==> config.mk <==
export PLATFORM = sky130hd
export DESIGN_NAME = prp_list_writer_flat
export DESIGN_NICKNAME = d
export VERILOG_FILES = /design/src/rtl/prp_pkg.sv /design/src/rtl/prp_list_writer_if.sv /design/src/rtl/prp_burst_calc.sv /design/src/rtl/prp_list_writer.sv /design/src/flat_wrapper.sv
export SDC_FILE = /design/constraint.sdc
export NUM_CORES = 1
export LEC_CHECK = 0
export CAP_MARGIN = 20
export CORE_ASPECT_RATIO = 1.2
export CORE_MARGIN = 2
export CORE_UTILIZATION = 40
export CTS_BUF_LIST = sky130_fd_sc_hd__clkbuf_4
export CTS_CLUSTER_SIZE = 12
export DETAILED_ROUTE_END_ITERATION = 6
export PLACE_DENSITY = 0.75
export SLEW_MARGIN = 20
export SYNTH_ARGS = -nofsm -noshare
export SYNTH_HDL_FRONTEND = slang
export SYNTH_SLANG_ARGS = --single-unit
==> constraint.sdc <==
create_clock -name aclk -period 6.81 [get_ports aclk]
set_clock_uncertainty 0.1 [all_clocks]
set_input_delay 0.681 -clock aclk [delete_from_list [all_inputs] [get_ports aclk]]
set_output_delay 0.681 -clock aclk [all_outputs]
set_load 0.02 [all_outputs]
==> src/rtl/prp_pkg.sv <==
// Shared definitions for the PRP list writer: AXI encodings, page/entry
// geometry and the writer FSM state type.
package prp_pkg;

  localparam logic [2:0] AXI_SIZE_8B     = 3'b011;
  localparam logic [1:0] AXI_BURST_INCR  = 2'b01;
  localparam logic [1:0] AXI_RESP_OKAY   = 2'b00;
  localparam int         PAGE_BYTES      = 4096;
  localparam int         PRP_ENTRY_BYTES = 8;

  typedef enum logic [2:0] {
    ST_IDLE,
    ST_CALC,
    ST_AW,
    ST_W,
    ST_B,
    ST_DONE
  } prp_state_e;

endpackage

==> src/rtl/prp_list_writer_if.sv <==
// AXI4 write-channel bundle (AW, W, B) used by the PRP list writer.
// master : drives AW/W payload and valids, bready; samples readies and bresp.
// slave  : the interconnect side, mirror image of master.
interface prp_list_writer_if #(
  parameter int ADDR_WIDTH = 64,
  parameter int DATA_WIDTH = 64
);
  logic [ADDR_WIDTH-1:0] awaddr;
  logic [7:0]            awlen;
  logic [2:0]            awsize;
  logic [1:0]            awburst;
  logic                  awvalid;
  logic                  awready;
  logic [DATA_WIDTH-1:0] wdata;
  logic [7:0]            wstrb;
  logic                  wlast;
  logic                  wvalid;
  logic                  wready;
  logic [1:0]            bresp;
  logic                  bvalid;
  logic                  bready;

  modport master (
    output awaddr, awlen, awsize, awburst, awvalid,
    output wdata, wstrb, wlast, wvalid,
    output bready,
    input  awready, wready, bresp, bvalid
  );

  modport slave (
    input  awaddr, awlen, awsize, awburst, awvalid,
    input  wdata, wstrb, wlast, wvalid,
    input  bready,
    output awready, wready, bresp, bvalid
  );
endinterface

==> src/rtl/prp_burst_calc.sv <==
// Burst sizing for the PRP list writer.
// Ports:
//   remaining_i  entries still to write (non-zero when the result is used)
//   page_off_i   entry index within the current 4 KB page (addr[11:3])
//   beats_o      min(remaining, MAX_BURST_LEN, entries left in the page)
//   awlen_o      beats_o - 1, AXI length encoding
module prp_burst_calc
  import prp_pkg::*;
#(
  parameter int MAX_BURST_LEN = 16
) (
  input  logic [8:0] remaining_i,
  input  logic [8:0] page_off_i,
  output logic [8:0] beats_o,
  output logic [7:0] awlen_o
);
  localparam logic [9:0] PAGE_BEATS = 10'(PAGE_BYTES / PRP_ENTRY_BYTES);
  localparam logic [9:0] MAX_BEATS  = 10'(MAX_BURST_LEN);

  logic [9:0] to_page;
  logic [9:0] limit;

  always_comb begin
    // Ranges 1..512, so 10 bits are needed before the min against MAX_BEATS.
    to_page = PAGE_BEATS - {1'b0, page_off_i};
    limit   = (MAX_BEATS < to_page) ? MAX_BEATS : to_page;
    beats_o = ({1'b0, remaining_i} < limit) ? remaining_i : limit[8:0];
    awlen_o = 8'(beats_o - 9'd1);
  end
endmodule

==> src/rtl/prp_list_writer.sv <==
// PRP list writer: drains 64-bit PRP entries from a first-word-fall-through
// source and writes them as a contiguous list in memory using single
// outstanding AXI4 INCR bursts that never cross a 4 KB page.
// Ports:
//   aclk, aresetn           clock, synchronous active-low reset
//   start, list_base_addr,
//   entry_count             list request (accepted only when idle)
//   busy, done, error       status; error is sticky until the next start
//   fifo_data, fifo_empty,
//   fifo_pop                entry source; pop is combinational with the W beat
//   m_axi                   AXI4 write master (AW/W/B)
module prp_list_writer
  import prp_pkg::*;
#(
  parameter int DATA_WIDTH    = 64,
  parameter int MAX_BURST_LEN = 16,
  parameter int ADDR_WIDTH    = 64
) (
  input  logic                  aclk,
  input  logic                  aresetn,
  input  logic                  start,
  input  logic [63:0]           list_base_addr,
  input  logic [8:0]            entry_count,
  output logic                  busy,
  output logic                  done,
  output logic                  error,
  input  logic [DATA_WIDTH-1:0] fifo_data,
  input  logic                  fifo_empty,
  output logic                  fifo_pop,
  prp_list_writer_if.master     m_axi
);
  prp_state_e            state_q, state_d;
  logic [ADDR_WIDTH-1:0] addr_q, addr_d;
  logic [8:0]            remaining_q, remaining_d;
  logic [8:0]            beats_q, beats_d;
  logic [7:0]            awlen_q, awlen_d;
  logic [8:0]            beat_cnt_q, beat_cnt_d;
  logic                  error_q, error_d;

  logic [8:0] calc_beats;
  logic [7:0] calc_awlen;
  logic       awvalid, wvalid, wlast, bready;

  prp_burst_calc #(.MAX_BURST_LEN(MAX_BURST_LEN)) u_calc (
    .remaining_i (remaining_q),
    .page_off_i  (addr_q[11:3]),
    .beats_o     (calc_beats),
    .awlen_o     (calc_awlen)
  );

  always_ff @(posedge aclk) begin
    // NOTE: state registers use non-blocking assignments so every flop
    // samples pre-edge values regardless of process evaluation order.
    if (!aresetn) begin
      state_q     <= ST_IDLE;
      addr_q      <= '0;
      remaining_q <= '0;
      beats_q     <= '0;
      awlen_q     <= '0;
      beat_cnt_q  <= '0;
      error_q     <= 1'b0;
    end else begin
      state_q     <= state_d;
      addr_q      <= addr_d;
      remaining_q <= remaining_d;
      beats_q     <= beats_d;
      awlen_q     <= awlen_d;
      beat_cnt_q  <= beat_cnt_d;
      error_q     <= error_d;
    end
  end

  always_comb begin
    // NOTE: every output of this block is defaulted first so no path through
    // the case statement can leave one unassigned and infer a latch.
    state_d     = state_q;
    addr_d      = addr_q;
    remaining_d = remaining_q;
    beats_d     = beats_q;
    awlen_d     = awlen_q;
    beat_cnt_d  = beat_cnt_q;
    error_d     = error_q;
    done        = 1'b0;
    awvalid     = 1'b0;
    wvalid      = 1'b0;
    wlast       = 1'b0;
    bready      = 1'b0;
    fifo_pop    = 1'b0;

    unique case (state_q)
      ST_IDLE: begin
        if (start) begin
          addr_d      = {list_base_addr[ADDR_WIDTH-1:3], 3'b000};
          remaining_d = entry_count;
          error_d     = 1'b0;
          state_d     = ST_CALC;
        end
      end
      ST_CALC: begin
        if (remaining_q == 9'd0) begin
          state_d = ST_DONE;
        end else begin
          beats_d = calc_beats;
          awlen_d = calc_awlen;
          state_d = ST_AW;
        end
      end
      ST_AW: begin
        awvalid = 1'b1;
        if (m_axi.awready) begin
          beat_cnt_d = '0;
          state_d    = ST_W;
        end
      end
      ST_W: begin
        wvalid = !fifo_empty;
        wlast  = (beat_cnt_q == {1'b0, awlen_q});
        if (wvalid && m_axi.wready) begin
          fifo_pop   = 1'b1;
          beat_cnt_d = beat_cnt_q + 9'd1;
          if (wlast) state_d = ST_B;
        end
      end
      ST_B: begin
        bready = 1'b1;
        if (m_axi.bvalid) begin
          if (m_axi.bresp != AXI_RESP_OKAY) begin
            // Abort: unwritten entries are left in the source.
            error_d = 1'b1;
            state_d = ST_DONE;
          end else begin
            addr_d      = addr_q + {{(ADDR_WIDTH-12){1'b0}}, beats_q, 3'b000};
            remaining_d = remaining_q - beats_q;
            state_d     = ST_CALC;
          end
        end
      end
      ST_DONE: begin
        done    = 1'b1;
        state_d = ST_IDLE;
      end
      default: state_d = ST_IDLE;
    endcase
  end

  assign busy  = (state_q != ST_IDLE);
  assign error = error_q;

  assign m_axi.awaddr  = addr_q;
  assign m_axi.awlen   = awlen_q;
  assign m_axi.awsize  = AXI_SIZE_8B;
  assign m_axi.awburst = AXI_BURST_INCR;
  assign m_axi.awvalid = awvalid;
  assign m_axi.wdata   = fifo_data;
  assign m_axi.wstrb   = 8'hFF;
  assign m_axi.wlast   = wlast;
  assign m_axi.wvalid  = wvalid;
  assign m_axi.bready  = bready;
endmodule

==> src/flat_wrapper.sv <==
// flat-port wrapper written by rule: the top's interface ports become plain ports
module prp_list_writer_flat import prp_pkg::*;
#(
  parameter int DATA_WIDTH    = 64,
  parameter int MAX_BURST_LEN = 16,
  parameter int ADDR_WIDTH    = 64
)
  (aclk, aresetn, start, list_base_addr, entry_count, busy, done, error, fifo_data, fifo_empty, fifo_pop, m_axi_awaddr, m_axi_awlen, m_axi_awsize, m_axi_awburst, m_axi_awvalid, m_axi_wdata, m_axi_wstrb, m_axi_wlast, m_axi_wvalid, m_axi_bready, m_axi_awready, m_axi_wready, m_axi_bresp, m_axi_bvalid);
  prp_list_writer_if #(.ADDR_WIDTH(ADDR_WIDTH), .DATA_WIDTH(DATA_WIDTH)) m_axi_i ();
  input  logic aclk;
  input  logic aresetn;
  input  logic start;
  input  logic [63:0] list_base_addr;
  input  logic [8:0] entry_count;
  output logic busy;
  output logic done;
  output logic error;
  input  logic [DATA_WIDTH-1:0] fifo_data;
  input  logic fifo_empty;
  output logic fifo_pop;
  output wire logic [$bits(m_axi_i.awaddr)-1:0] m_axi_awaddr;
  output wire logic [$bits(m_axi_i.awlen)-1:0] m_axi_awlen;
  output wire logic [$bits(m_axi_i.awsize)-1:0] m_axi_awsize;
  output wire logic [$bits(m_axi_i.awburst)-1:0] m_axi_awburst;
  output wire logic [$bits(m_axi_i.awvalid)-1:0] m_axi_awvalid;
  output wire logic [$bits(m_axi_i.wdata)-1:0] m_axi_wdata;
  output wire logic [$bits(m_axi_i.wstrb)-1:0] m_axi_wstrb;
  output wire logic [$bits(m_axi_i.wlast)-1:0] m_axi_wlast;
  output wire logic [$bits(m_axi_i.wvalid)-1:0] m_axi_wvalid;
  output wire logic [$bits(m_axi_i.bready)-1:0] m_axi_bready;
  input wire logic [$bits(m_axi_i.awready)-1:0] m_axi_awready;
  input wire logic [$bits(m_axi_i.wready)-1:0] m_axi_wready;
  input wire logic [$bits(m_axi_i.bresp)-1:0] m_axi_bresp;
  input wire logic [$bits(m_axi_i.bvalid)-1:0] m_axi_bvalid;
  assign m_axi_awaddr = m_axi_i.awaddr;
  assign m_axi_awlen = m_axi_i.awlen;
  assign m_axi_awsize = m_axi_i.awsize;
  assign m_axi_awburst = m_axi_i.awburst;
  assign m_axi_awvalid = m_axi_i.awvalid;
  assign m_axi_wdata = m_axi_i.wdata;
  assign m_axi_wstrb = m_axi_i.wstrb;
  assign m_axi_wlast = m_axi_i.wlast;
  assign m_axi_wvalid = m_axi_i.wvalid;
  assign m_axi_bready = m_axi_i.bready;
  assign m_axi_i.awready = m_axi_awready;
  assign m_axi_i.wready = m_axi_wready;
  assign m_axi_i.bresp = m_axi_bresp;
  assign m_axi_i.bvalid = m_axi_bvalid;
  prp_list_writer #(.DATA_WIDTH(DATA_WIDTH), .MAX_BURST_LEN(MAX_BURST_LEN), .ADDR_WIDTH(ADDR_WIDTH)) u_core (.aclk(aclk), .aresetn(aresetn), .start(start), .list_base_addr(list_base_addr), .entry_count(entry_count), .busy(busy), .done(done), .error(error), .fifo_data(fifo_data), .fifo_empty(fifo_empty), .fifo_pop(fifo_pop), .m_axi(m_axi_i));
endmodule
==> results.ini, run 1 <==
[job]
maxCapViolCount = 0

[synthesis]
synth_common_cells = 100 x dfxtp_1, 91 x nand2_1, 90 x nor2_1, 80 x a21oi_1, 80 x buf_4
synth_cells = 995
yosysSeqAreaShare_pct = 26.5
yosysMostFrequentCell = dfxtp_1
synth_edf_count = 0
synth_ff_type = dfxtp_1
ys_ff_latch = 100
synth_cell_types = 80
syn_area_um2 = 7550
synth_async_sr_flop_share_pct = 0
synthTopCellsByArea = dfxtp_1 26%, buf_4 7.9%, a21oi_1 5.3%
yosysTopAreaCell = dfxtp_1
ys_warn_count = 0
avgSynthCellArea_um2 = 7.59
synth_top_area_share_pct = 26.5

[power]
finalPower_mw = 4.14
leakagePower_nw = 3.17
ir_drop_v = 0.000217
p_per_area_nw_per_um2 = 467

[floorplanning]
dieArea_um2 = 20000
ioPinCount = 303
num_rows = 55
core_um2 = 18700
die_w_um = 129
start_util_pct = 40.4
fp.dieH_um = 155

[timing]
hold_viol_final = 0
final.setup.tns_ns = 0
rsz0062_at_grt = false
fin_crit_sh_pct = 79.0
setup_viol_count_final = 0
fin_ws_ns = 1.43
drv_slew = 0
holdWs_ns = 0.371
fmax_mhz = 186
tightest_slew_ns = 0.868
relSlewSlack_pct = 41.7
period_minus_slack_ns = 5.38

[detailed_routing]
dr.pass1.iters = 5
routed_via_density = 5.74
wl_per_cell_um = 17.7
finalWirelength_mm = 23.2
route.detailed.drc = 0
num_vias = 7496
drtAntennaViolNets = 0
drtIter0Drc = 489

[clocking]
clock_sinks = 100
cts.path.max_buffers = 2
cts_resized = 0
htreeDepth = 3
clk_pin_slew_ns = 0.17
cts_inserted_buffers = 9
insertion_delay_ns = 0.47
clockRootBuffer = clkbuf_4
hold_buffers = 0
cts_tree = built
post-cts-setup-buffers = 0

[finish]
nets = 1220
synthToLayoutAreaGrowth_pct = 17.3
final_layout_size_suffix_gt1_share_pct = 6.10
post-route-util_pct = 47.4

[outcome]
status = complete, no violations

[critical_path]
setup.worst_path.end_class = flop
crit_type = flop to flop
critPathRequiredTime_ns = 7.07
cp_max_fo = 19
critPathLaunchType = flop
crit_arrival_ns = 5.64

[place]
gp_congestion = 0.909
io_buffer_count = 155
dp_hpwl_mm = 16.6
place_ws_ns = 1.60

[grt]
grt_pass1_wl_mm = 36.9
grt_overflow = 0
grtUsageTotal_pct = 22.9
grt_pass1_vias = 7162
grt_max_degree = 55
antenna_found_initial = 1

[min_path]
min_path_type = flop to flop

## layer usage
layer / global-route usage [%] / vias to the layer above / share of wire, %
met1: 26.6 / 3505 / 40
met5: 0 / - / 0
met3: 4.19 / 70 / 6.6
met2: 40.4 / 283 / 49
met4: 10.4 / 0 / 4.0
li1: - / 3638 / -
## registers in the layout, summed over array words and instances, names as in the netlist
register / flops
u_core.m_axi.awaddr: 61
u_core.beat_cnt_q: 9
u_core.beats_q: 9
u_core.remaining_q: 9
u_core.m_axi.awlen: 8
u_core.state_q: 3
u_core.error: 1
## area by class of cell
| cell class | instances | area, µm² |
|---|---|---|
| Timing Repair Buffer | 161 | 1590 |
| Clock buffer | 10 | 75.1 |
| Inverter | 35 | 131 |
| Tap cell | 256 | 320 |
| Clock inverter | 6 | 111 |
| Fill cell | 1908 | 9850 |
| Multi-Input combinational cell | 737 | 4630 |
| Antenna cell | 1 | 2.50 |
| Sequential cell | 100 | 2000 |
## where the power goes
group | internal (mW) | switching (mW) | leakage [nW]
sequential | 0.817 | 0.347 | 0.821
combinational | 1.09 | 1.47 | 2.25
clock | 0.191 | 0.219 | 0.0970
total | 2.10 | 2.04 | 3.17
## worst max-delay path: stages, from the launching register on
cell and delay, ns:
dfxtp_1 0.43, inv_1 0.14, ha_1 0.23, or3b_1 0.42, or3_1 0.34, o31ai_2 0.37, nand4_1 0.27, ha_1 0.41
o211ai_1 0.12, o211ai_1 0.22, a21oi_1 0.13, a211oi_4 0.74, mux2_2 0.44, ha_1 0.22, inv_1 0.13, a31oi_1 0.10
xnor2_1 0.20, a21oi_1 0.16, a21oi_1 0.08
## through the flow
stage / cells / area (µm²)
after floorplan: 1013 / 7620
after global placement: 1289 / 8680
after detailed placement: 1289 / 8680
after CTS: 1305 / 8860
after global routing: 1306 / 8860
final: 1306 / 8860
## cells by family (layout without fill, tap and decap cells)
family / count (synthesis) / count (layout) / share of synthesized area [%]
and+or+nand+nor: 335 / 335 / 22.5
AOI/OAI and AO/OA: 309 / 309 / 27.4
buffers and inverters: 176 / 212 / 13.1
DFF: 100 / 100 / 26.5
xor gates and xnor gates: 36 / 36 / 4.17
adders and majority gates: 30 / 30 / 5.17
muxes: 7 / 7 / 1.06
other: 2 / 21 / 0.0994
## layout by cell type (no fill, tap or decap), drive strengths merged, types with 19 or more instances in the layout
| cell | Yosys | layout |
|---|---|---|
| xnor2 | 25 | 25 |
| and3 | 24 | 24 |
| conb | 2 | 20 |
| nor2 | 90 | 90 |
| a21oi | 80 | 80 |
| a211oi | 29 | 29 |
| a31oi | 19 | 19 |
| nand4 | 19 | 19 |
| nor3 | 24 | 24 |
| nand2 | 91 | 91 |
| o21ai | 69 | 69 |
| nand3 | 26 | 26 |
| dfxtp | 100 | 100 |
| clkdlybuf4s50 | 0 | 154 |
| inv | 34 | 35 |
| ha | 28 | 28 |
## worst paths after layout
path,to,slack [ns],startpoint,cells after the start
max,u_core.m_axi.awlen[4]$_SDFFE_PN0P_,1.43,u_core.m_axi.awaddr[3]$_SDFFE_PN0P_,18
min,u_core.error$_SDFFE_PN0P_,0.37,u_core.error$_SDFFE_PN0P_,2
max reg2reg,u_core.m_axi.awlen[4]$_SDFFE_PN0P_,1.43,u_core.m_axi.awaddr[3]$_SDFFE_PN0P_,18
min reg2reg,u_core.error$_SDFFE_PN0P_,0.37,u_core.error$_SDFFE_PN0P_,2
Power figures use the tool's default switching activity.
==> inputs of run 2 (changes only) <==
clock period = 5.6 ns   (was 6.81 ns; I/O delays follow)
==> run 2 against run 1 <==
  * Count of clock-buffer cells in the layout fell by 1
  * Via count is 1.2% higher
  * Critical path depth unchanged
  * First-iteration DRC count down 6.3%
  * Hold slack worse by 0.0040 ns
  * Sequential power increased by 22%
  * Flip-flop and latch count is the same
  * Critical endpoint unchanged
==> results.ini, run 2 (synthesis results as in run 1) <==
[outcome]
status = complete, no violations

[critical_path]
cp_max_fo = 10  ; -9
crit_arrival_ns = 5.19  ; -0.45 ns
setup.worst_path.end_class = flop
crit_buf_inv = 2  ; unchanged
crit_type = flop to flop
critical-path-top-delay-family = compound AO/OA/AOI/OAI gates
cp_slowest_cell = dfxtp_1
critPathRequiredTime_ns = 5.87  ; -1.20 ns
cp_cell_sequence = inv_1, ha_1, or3b_1, or3_1, o31ai_2, nand4_1, ha_1, o211ai_1, o211ai_1, a21oi_1, a211oi_4, mux2_2, ha_1, inv_1, a31oi_1, xnor2_1, a21oi_1, a21oi_1
critPathLaunchType = flop
slowest_delay_ns = 0.43  ; -0.31 ns

[floorplanning]
start_util_pct = 40.4  ; unchanged
core_um2 = 18700  ; unchanged
ioPinCount = 303  ; unchanged
die_w_um = 129  ; unchanged
dieArea_um2 = 20000  ; unchanged
num_rows = 55  ; unchanged
fp.dieH_um = 155  ; unchanged

[finish]
final_common_cell = clkdlybuf4s50_1
nets = 1222  ; +0.16%
synthToLayoutAreaGrowth_pct = 17.0
post-route-util_pct = 47.2  ; -0.13 points
final_cell_mix = 154 x clkdlybuf4s50_1, 100 x dfxtp_1, 91 x nand2_1, 90 x nor2_1, 80 x a21oi_1
final-instance-count-excl-fill = 1307  ; +0.077%
largest_reg_flops = 61  ; unchanged
final_layout_size_suffix_gt1_share_pct = 6.00  ; -0.10 points

[timing]
fin_crit_sh_pct = 87.9  ; +8.8 points
setup_viol_count_final = 0  ; unchanged
holdWs_ns = 0.367  ; -0.00403 ns
hold_viol_final = 0  ; unchanged
fmax_mhz = 203  ; +9.4%
rsz0062_at_grt = false
relSlewSlack_pct = 40.3  ; -1.4 points
period_minus_slack_ns = 4.92  ; -0.463 ns
final.setup.tns_ns = 0  ; unchanged
drv_slew = 0  ; unchanged
tightest_slew_ns = 0.884  ; +0.0166 ns

[grt]
grt_pass1_wl_mm = 37.3  ; +0.95%
grtUsageTotal_pct = 23.1  ; +0.23 points
grt_overflow = 0  ; unchanged
antenna_found_initial = 1  ; unchanged
grt_max_degree = 54  ; -1.8%
grt_pass1_vias = 7366  ; +2.8%

[place]
io_buffer_count = 155  ; unchanged
dpl.cell_count = 1291  ; +0.16%
dp_hpwl_mm = 16.7  ; +0.50%
gp_congestion = 0.933  ; +2.7%

[clocking]
insertion_delay_ns = 0.48  ; about the same
hold_buffers = 0  ; unchanged
clk_pin_slew_ns = 0.16  ; about the same
cts_resized = 0  ; unchanged
clockRootBuffer = clkbuf_4
post-cts-setup-buffers = 0  ; unchanged
cts.path.max_buffers = 2  ; unchanged
cts_tree = built
clock_sinks = 100  ; unchanged
cts_inserted_buffers = 9  ; unchanged
htreeDepth = 3  ; unchanged

[power]
leakagePower_nw = 3.16  ; -0.33%
p_per_area_nw_per_um2 = 562  ; +20%
ir_drop_v = 0.000249  ; +15%

[detailed_routing]
finalWirelength_mm = 23.2  ; about the same
drtIter0Drc = 458  ; -6.3%
num_vias = 7587  ; +1.2%
routed_via_density = 5.80  ; +1.1%
route.detailed.drc = 0  ; unchanged
wl_per_cell_um = 17.7  ; about the same
dr.pass1.iters = 6  ; +1
drtAntennaViolNets = 0  ; unchanged

[job]
maxCapViolCount = 0  ; unchanged

[min_path]
min_path_type = flop to flop

## run 2: cell types whose count changed in the layout (fill, tap and decap cells not counted)
cell	before	now
clkbuf_4	10	9
inv_6	1	0
buf_4	6	8
bufinv_16	3	2
clkinv_1	1	3
## run 2: stage by stage
| stage | power [mW] | setup WS, ns | instance area, µm² |
|---|---|---|---|
| after floorplan | 3.59 | 1.05 | 7620 |
| after global placement | 4.47 | 0.921 | 8690 |
| after detailed placement | 4.52 | 0.807 | 8690 |
| after CTS | 4.97 | 0.752 | 8840 |
| after global routing | 5.37 | 0.417 | 8840 |
| final | 4.97 | 0.680 | 8840 |
## run 2: path summary, 6_finish.rpt
path	startpoint	endpoint	slack, ns	cells past startpoint
worst max-delay path	u_core.m_axi.awaddr[3]$_SDFFE_PN0P_	u_core.m_axi.awlen[4]$_SDFFE_PN0P_	0.68	18
worst max register to register	u_core.m_axi.awaddr[3]$_SDFFE_PN0P_	u_core.m_axi.awlen[4]$_SDFFE_PN0P_	0.68	18
worst min-delay path	u_core.error$_SDFFE_PN0P_	u_core.error$_SDFFE_PN0P_	0.37	2
worst min register to register	u_core.error$_SDFFE_PN0P_	u_core.error$_SDFFE_PN0P_	0.37	2
## run 2: area by class of cell
cell class / count / area [µm²]
fillers: 1907 / 9880
inverters: 35 / 131
diodes: 1 / 2.50
well taps: 256 / 320
multi-input cells: 737 / 4630
clock buffers: 9 / 67.6
flip-flops and latches: 100 / 2000
repair buffers: 163 / 1610
clock inverters: 6 / 80.1
## run 2: worst register-to-register path: cells and delay by family (launching register included)
family / cells / cell delay [ns]
adders and majority gates: 3 / 0.89
DFF: 1 / 0.43
muxes: 1 / 0.40
AOI/OAI and AO/OA: 8 / 1.48
buffers and inverters: 2 / 0.27
and+or+nand+nor: 3 / 1.02
xor gates and xnor gates: 1 / 0.21
## run 2: power breakdown
| group | internal [mW] | switching (mW) |
|---|---|---|
| logic | 1.34 | 1.79 |
| clock network | 0.175 | 0.258 |
| registers | 0.994 | 0.420 |
## run 2: metal layers
layer  share of wire [%]  vias to the layer above  global-route usage (%)
met5                   0                        -                       0
met3                 6.8                       67                    4.01
met2                  49                      303                    40.0
li1                    -                     3641                       -
met1                  40                     3576                    26.9
met4                 4.1                        0                    12.5
